===== src/rtl/msgpass_rd_sched_pkg.sv =====
// Configuration packages for the message-pass read scheduler.
// memShare_config_pkg holds the DRC flag count from memShare control.
// msgPass_config_pkg holds the buffer geometry, read latency and FSM state type.
package memShare_config_pkg;
  localparam int MEMSHARE_DRC_NUM = 4;
endpackage

package msgPass_config_pkg;
  localparam int MSGPASS_BUFF_DEPTH      = 16;
  localparam int MSGPASS_BUFF_ADDR_WIDTH = 4;
  localparam int MSGPASS_BUFF_RD_LATENCY = 1;

  typedef enum logic [2:0] {
    IDLE     = 3'd0,
    ISSUE    = 3'd1,
    DRC_HOLD = 3'd2,
    DRAIN    = 3'd3,
    DONE     = 3'd4
  } msgpass_rd_sched_state_e;
endpackage


===== src/rtl/msgpass_rd_sched_if.sv =====
// Request/status bundle between a burst requester (master) and the read
// scheduler (slave). The master issues start/abort and feeds the DRC flags.
interface msgpass_rd_sched_if #(
  parameter int ADDR_W  = msgPass_config_pkg::MSGPASS_BUFF_ADDR_WIDTH,
  parameter int DRC_NUM = memShare_config_pkg::MEMSHARE_DRC_NUM
);
  logic               start_i;
  logic               abort_i;
  logic [ADDR_W-1:0]  base_addr_i;
  logic [ADDR_W:0]    rqst_num_i;
  logic [DRC_NUM-1:0] is_drc_i;
  logic [ADDR_W-1:0]  raddr_o;
  logic               rd_valid_o;
  logic               scu_busy_o;
  logic               done_o;
  logic [7:0]         drc_stall_cnt_o;

  modport master (
    output start_i, abort_i, base_addr_i, rqst_num_i, is_drc_i,
    input  raddr_o, rd_valid_o, scu_busy_o, done_o, drc_stall_cnt_o
  );

  modport slave (
    input  start_i, abort_i, base_addr_i, rqst_num_i, is_drc_i,
    output raddr_o, rd_valid_o, scu_busy_o, done_o, drc_stall_cnt_o
  );
endinterface


===== src/rtl/msgpass_rd_addr_cnt.sv =====
// Read address / remaining-entry counter for one burst.
// load captures base and length; advance steps the address (wrapping at
// DEPTH-1 back to 0) and consumes one entry.
module msgpass_rd_addr_cnt #(
  parameter int ADDR_W = msgPass_config_pkg::MSGPASS_BUFF_ADDR_WIDTH,
  parameter int DEPTH  = msgPass_config_pkg::MSGPASS_BUFF_DEPTH
) (
  input  logic              sys_clk,
  input  logic              rst,
  input  logic              load,
  input  logic              advance,
  input  logic [ADDR_W-1:0] loadAddr,
  input  logic [ADDR_W:0]   loadNum,
  output logic [ADDR_W-1:0] addr,
  output logic              isLast
);
  localparam logic [ADDR_W-1:0] LAST_ADDR = ADDR_W'(DEPTH - 1);

  logic [ADDR_W:0] remaining;

  assign isLast = (remaining == (ADDR_W+1)'(1));

  // Load on burst start, otherwise step once per accepted issue.
  always_ff @(posedge sys_clk) begin
    if (rst) begin
      addr      <= '0;
      remaining <= '0;
    end else if (load) begin
      addr      <= loadAddr;
      remaining <= loadNum;
    end else if (advance) begin
      addr      <= (addr == LAST_ADDR) ? '0 : addr + ADDR_W'(1);
      remaining <= remaining - (ADDR_W+1)'(1);
    end
  end
endmodule


===== src/rtl/msgpass_rd_sched.sv =====
// Message-pass buffer read scheduler: walks a burst of buffer addresses,
// holding and re-issuing while memShare reports a DRC conflict, and flags
// each read's data one buffer latency later.
// Optional macro MSGPASS_RD_SCHED_PERF_CNT_EN enables the DRC stall counter;
// without it drc_stall_cnt_o is tied to 0.
module msgpass_rd_sched
  import msgPass_config_pkg::*;
#(
  parameter int ADDR_W  = msgPass_config_pkg::MSGPASS_BUFF_ADDR_WIDTH,
  parameter int DEPTH   = msgPass_config_pkg::MSGPASS_BUFF_DEPTH,
  parameter int DRC_NUM = memShare_config_pkg::MEMSHARE_DRC_NUM
) (
  input  logic               sys_clk,
  input  logic               rst,
  msgpass_rd_sched_if.slave  bus
);
  localparam int LAT = MSGPASS_BUFF_RD_LATENCY;

  msgpass_rd_sched_state_e state, stateNxt;

  logic [DRC_NUM-1:0] drcFlags;
  logic               anyDrc;
  logic               startOk;
  logic               loadBurst;
  logic               accept;
  logic               isLast;
  logic [LAT-1:0]     vldPipe;

  assign drcFlags  = bus.is_drc_i;
  assign anyDrc    = |drcFlags;
  // Abort dominates a simultaneous start.
  assign startOk   = (state == IDLE) && bus.start_i && !bus.abort_i;
  assign loadBurst = startOk && (bus.rqst_num_i != '0);
  // An issue only counts when memShare reports no conflict.
  assign accept    = (state == ISSUE) && !anyDrc && !bus.abort_i;

  msgpass_rd_addr_cnt #(
    .ADDR_W (ADDR_W),
    .DEPTH  (DEPTH)
  ) uAddrCnt (
    .sys_clk  (sys_clk),
    .rst      (rst),
    .load     (loadBurst),
    .advance  (accept),
    .loadAddr (bus.base_addr_i),
    .loadNum  (bus.rqst_num_i),
    .addr     (bus.raddr_o),
    .isLast   (isLast)
  );

  // Next-state selection; abort returns to IDLE from anywhere.
  always_comb begin
    stateNxt = state;
    if (bus.abort_i) begin
      stateNxt = IDLE;
    end else begin
      case (state)
        IDLE:     if (bus.start_i) stateNxt = (bus.rqst_num_i == '0) ? DONE : ISSUE;
        ISSUE:    if (anyDrc) stateNxt = DRC_HOLD;
                  else if (isLast) stateNxt = DRAIN;
        DRC_HOLD: if (!anyDrc) stateNxt = ISSUE;
        DRAIN:    stateNxt = DONE;
        DONE:     stateNxt = IDLE;
        default:  stateNxt = IDLE;
      endcase
    end
  end

  // State register.
  always_ff @(posedge sys_clk) begin
    if (rst) state <= IDLE;
    else     state <= stateNxt;
  end

  // Accepted-issue flag delayed by the buffer read latency; cleared on abort
  // so no stale valid escapes a cancelled burst.
  always_ff @(posedge sys_clk) begin
    if (rst || bus.abort_i) begin
      vldPipe <= '0;
    end else begin
      vldPipe[0] <= accept;
      for (int i = 1; i < LAT; i++) vldPipe[i] <= vldPipe[i-1];
    end
  end

  assign bus.rd_valid_o = vldPipe[LAT-1];
  assign bus.scu_busy_o = (state == ISSUE) || (state == DRC_HOLD) || (state == DRAIN);
  assign bus.done_o     = (state == DONE);

`ifdef MSGPASS_RD_SCHED_PERF_CNT_EN
  logic [7:0] drcStallCnt;

  // Saturating count of DRC hold cycles, restarted by each accepted start.
  always_ff @(posedge sys_clk) begin
    if (rst || startOk)
      drcStallCnt <= '0;
    else if ((state == DRC_HOLD) && (drcStallCnt != 8'hFF))
      drcStallCnt <= drcStallCnt + 8'd1;
  end

  assign bus.drc_stall_cnt_o = drcStallCnt;
`else
  assign bus.drc_stall_cnt_o = '0;
`endif
endmodule


===== src/flat_wrapper.sv =====
// flat-port wrapper written by rule: the top's interface ports become plain ports
module msgpass_rd_sched_flat import msgPass_config_pkg::*;
#(
  parameter int ADDR_W  = msgPass_config_pkg::MSGPASS_BUFF_ADDR_WIDTH,
  parameter int DEPTH   = msgPass_config_pkg::MSGPASS_BUFF_DEPTH,
  parameter int DRC_NUM = memShare_config_pkg::MEMSHARE_DRC_NUM
)
  (sys_clk, rst, bus_start_i, bus_abort_i, bus_base_addr_i, bus_rqst_num_i, bus_is_drc_i, bus_raddr_o, bus_rd_valid_o, bus_scu_busy_o, bus_done_o, bus_drc_stall_cnt_o);
  msgpass_rd_sched_if #(.ADDR_W(ADDR_W), .DRC_NUM(DRC_NUM)) bus_i ();
  input  logic sys_clk;
  input  logic rst;
  input wire logic [$bits(bus_i.start_i)-1:0] bus_start_i;
  input wire logic [$bits(bus_i.abort_i)-1:0] bus_abort_i;
  input wire logic [$bits(bus_i.base_addr_i)-1:0] bus_base_addr_i;
  input wire logic [$bits(bus_i.rqst_num_i)-1:0] bus_rqst_num_i;
  input wire logic [$bits(bus_i.is_drc_i)-1:0] bus_is_drc_i;
  output wire logic [$bits(bus_i.raddr_o)-1:0] bus_raddr_o;
  output wire logic [$bits(bus_i.rd_valid_o)-1:0] bus_rd_valid_o;
  output wire logic [$bits(bus_i.scu_busy_o)-1:0] bus_scu_busy_o;
  output wire logic [$bits(bus_i.done_o)-1:0] bus_done_o;
  output wire logic [$bits(bus_i.drc_stall_cnt_o)-1:0] bus_drc_stall_cnt_o;
  assign bus_i.start_i = bus_start_i;
  assign bus_i.abort_i = bus_abort_i;
  assign bus_i.base_addr_i = bus_base_addr_i;
  assign bus_i.rqst_num_i = bus_rqst_num_i;
  assign bus_i.is_drc_i = bus_is_drc_i;
  assign bus_raddr_o = bus_i.raddr_o;
  assign bus_rd_valid_o = bus_i.rd_valid_o;
  assign bus_scu_busy_o = bus_i.scu_busy_o;
  assign bus_done_o = bus_i.done_o;
  assign bus_drc_stall_cnt_o = bus_i.drc_stall_cnt_o;
  msgpass_rd_sched #(.ADDR_W(ADDR_W), .DEPTH(DEPTH), .DRC_NUM(DRC_NUM)) u_core (.sys_clk(sys_clk), .rst(rst), .bus(bus_i));
endmodule

===== config.mk =====
export PLATFORM = sky130hd
export DESIGN_NAME = msgpass_rd_sched_flat
export DESIGN_NICKNAME = d
export VERILOG_FILES = /design/src/rtl/msgpass_rd_sched_pkg.sv /design/src/rtl/msgpass_rd_sched_if.sv /design/src/rtl/msgpass_rd_addr_cnt.sv /design/src/rtl/msgpass_rd_sched.sv /design/src/flat_wrapper.sv
export SDC_FILE = /design/constraint.sdc
export NUM_CORES = 1
export LEC_CHECK = 0
export ABC_AREA = 1
export ABC_CLOCK_PERIOD_IN_PS = 1200
export CORE_MARGIN = 2
export CORE_UTILIZATION = 41
export DETAILED_ROUTE_END_ITERATION = 10
export PLACE_DENSITY = 0.82
export SYNTH_ARGS = -nofsm -noshare
export SYNTH_HDL_FRONTEND = slang
export SYNTH_SLANG_ARGS = --single-unit
export TNS_END_PERCENT = 1

===== constraint.sdc =====
create_clock -name sys_clk -period 1.2 [get_ports sys_clk]
set_input_delay 0.24 -clock sys_clk [delete_from_list [all_inputs] [get_ports sys_clk]]
set_output_delay 0.24 -clock sys_clk [all_outputs]
set_load 0.005 [all_outputs]

==> results.md <==
* Worst Setup SP: bus_rqst_num_i[1]
* CP Capture Type: register
* Failing checks: setup timing
* Launch point of the worst reg-to-reg path: u_core.state[1]$_SDFFE_PP0P_
* Inserted Diodes at 0
* Area after DPL at 0.001391 sq mm
* # setup viols final at 14
* Drt drc at 0
* RSZ-0062 raised after global routing: yes
* Die height at roughly 54 um
* Cell Chain, Critical Path: clkdlybuf4s50_1 > nor2_1 > nand3b_1 > buf_6 > nor2_1 > nor2_1 > nor3_1
* Max VDD drop at 922.2 uV
* LEAKAGE at 0.0007747 uW
* Hold Path Class: reg2reg
* Fmax at 725.8 MHz
* Rows at 17
* Worst hold slack at between 0.5 and 0.6 ns
* Routed vias/inst at roughly 5.0
* Post-route setup slack at -0.1778 ns
* Synth warnings at 0
* Setup crit start kind: input pin
* Leading post-synthesis cells by cell area: dfxtp_1, nor2_1, nand2_1, buf_4, nand3_1
* DR pass1 iterations at 5
* Clock skew at about 0.0007 ns
* Seq. cell area at about 270 sq um
* Post-DR wirelength/cell at approximately 12 um
* Area of the multi-input gates at 656.9 sq um
* Max incr delay on CP at 0.44 ns
* Total GRT Usage at 0.2189
* PortBufs at 23
* Die Wd at 53.60 um
* CP Data Arrival Time at 1.58 ns
* Fin crit share at 1.148
* First-pass GRT wire length at about 4600 um
* Post-route design area at 0.001521 sq mm
* Hold Violations, Final at 0
* Number of buffers created by CTS at 3
* CTS Sinks at 13
* Slew Limit Fails at 0
* Initial DRC Count at 42
* Root Buffer: clkbuf_4
* Io pins at 32
* DP HPWL at roughly 2100 um
* Routed vias at 1179
* Vias in the first global route at around 1200
* Post-Syn Area per Cell at about 6.4 sq um
* Initial antenna violation count at 0
* CP most frequent cell: nor2_1
* Crit Path Max Fanout at 6
* Pin count of the biggest net entering global routing at 10
* Final setup TNS at -1.826 ns
* Total wire length at around 3000 um
* Post-synth top area cell: dfxtp_1
* Grt total ovfl at 0
* CTS tree: built
* Total of max-cap violations at 0
* Status: finished with violations
* Htree depth at 1
* Layout cells sized above 1 at 0.2952
* Clk buf depth at 2
* Clk_lat worst skew at 0.28 ns
* Mapped Cells at approximately 160
* Mapped Area at just over 0.001 sq mm
* Layout area overhead at 50.87%
* Core ar. at ~0.0023 sq mm
* Post-synth cell types at 25
* Slowest-stage cell, CP: clkdlybuf4s50_1
* WP data required at around 1.4 ns
* Starting density of the core at 0.4431
* Die footprint at around 0.0029 sq mm
* Worst-path clk slew at about 0.09 ns
* Seq/Total Area, Yosys at 0.2581
* Number of fill cells at roughly 200
* Net count, final at between 200 and 250
* Yosys reg bits at 13
* Worst reg-to-reg setup slack at -0.17 ns
* CP Class: in2reg
* Detail Route Antenna Nets at 0
* Yosys top cell area share at 0.2581
* GPL Wtd Cong at approximately 0.9
* Pwr Density at roughly 780 mW/mm^2
* Hold path start: u_core.state[1]$_SDFFE_PP0P_
* Period minus WS final at approximately 1.4 ns
-- worst max-delay path: cells and delay by family --
family,cells,cell delay (ns)
simple gates,5,0.67
buf+inv,2,0.66
-- stage by stage --
stage,power [uW],util,cells,worst slack (ns)
final,1193,0.6685,238,-0.1778
after global routing,1282,0.6685,238,-0.2331
after CTS,1185,0.6443,236,-0.1616
after detailed placement,869.0,0.6113,227,-0.5283
after global placement,856.7,0.6113,227,-0.4281
after floorplan,706.9,-,164,0.05661
-- where the power goes --
group          total (uW)  internal [uW]  switching, uW
Sequential            472            457           14.1
Combinational         434            218            216
Clock                 288            129            159
-- Yosys cell counts --
cell type / count
a21oi_2: 1
buf_2: 2
buf_4: 9
buf_6: 1
clkinv_1: 1
conb_1: 1
dfxtp_1: 13
ha_1: 3
inv_1: 15
inv_2: 2
nand2_1: 27
nand2_2: 3
nand2_4: 1
nand3_1: 13
nand3_2: 3
nand3_4: 1
nand3b_1: 3
nand4_1: 10
nor2_1: 37
nor2_2: 2
nor2_4: 1
nor3_1: 4
o21ai_0: 1
o21bai_1: 1
xor2_1: 2
-- sequential cells by signal, indices dropped and copies added (netlist names) --
register,cells
u_core.uAddrCnt.remaining,5
u_core.state,3
u_core.bus.rd_valid_o,1
u_core.uAddrCnt.addr,4
-- routing by layer --
layer | vias to the layer above | part of all wire | GRT usage
li1 | 594 | - | -
met1 | 534 | 0.41 | 0.2356
met2 | 47 | 0.53 | 0.4136
met3 | 4 | 0.049 | 0.05833
met4 | 0 | 0.013 | 0.06410
met5 | - | 0 | 0
-- final cells by class --
type | instances | share of cell area
Timing Repair Buffer | 53 | 0.3076
Sequential cell | 13 | 0.1760
Inverter | 18 | 0.04441
Multi-Input combinational cell | 122 | 0.4317
Clock buffer | 4 | 0.01727
Tap cell | 28 | 0.02303
-- cell usage in the layout (no fill, tap or decap), drive strengths merged --
cell	count
o21bai	1
o21ai	1
a21oi	1
dlymetal6s2s	1
nand3b	3
nand4	10
clkinv	1
dlygate4sd2	4
xor2	2
nand3	17
nor2	40
buf	31
inv	17
nand2	32
dfxtp	13
clkbuf	4
nor3	4
clkdlybuf4s15	1
clkdlybuf4s50	16
ha	3
conb	8
-- cells by family (layout without fill, tap and decap cells) --
kind of cell	Yosys count	in the layout	share of synthesized area
AND/OR/NAND/NOR	105	106	0.5074
buffers and inverters	30	75	0.1551
flip-flops	13	13	0.2581
adder cells (fa/ha/maj)	3	3	0.03722
AO/OA/AOI/OAI	3	3	0.02109
XOR/XNOR	2	2	0.01737
other	1	8	0.003719
-- what timing repair did --
action / 4_1_cts / 5_1_grt
endpoints found under the hold margin: 0 / 0
hold buffers: 0 / 0
buffers inserted: 5 / 1
pin swaps: 1 / 7
gates resized for setup: 16 / 16
cloned: 0 / 1
endpoints found under the setup margin: 19 / 15
-- worst paths after layout --
path / to / cells after the start
max: u_core.state[2]$_SDFFE_PP0P_ / 7
min: u_core.state[1]$_SDFFE_PP0P_ / 4
max reg2reg: u_core.state[2]$_SDFFE_PP0P_ / 9
min reg2reg: u_core.state[1]$_SDFFE_PP0P_ / 4
(Power assumes the default switching activity.)
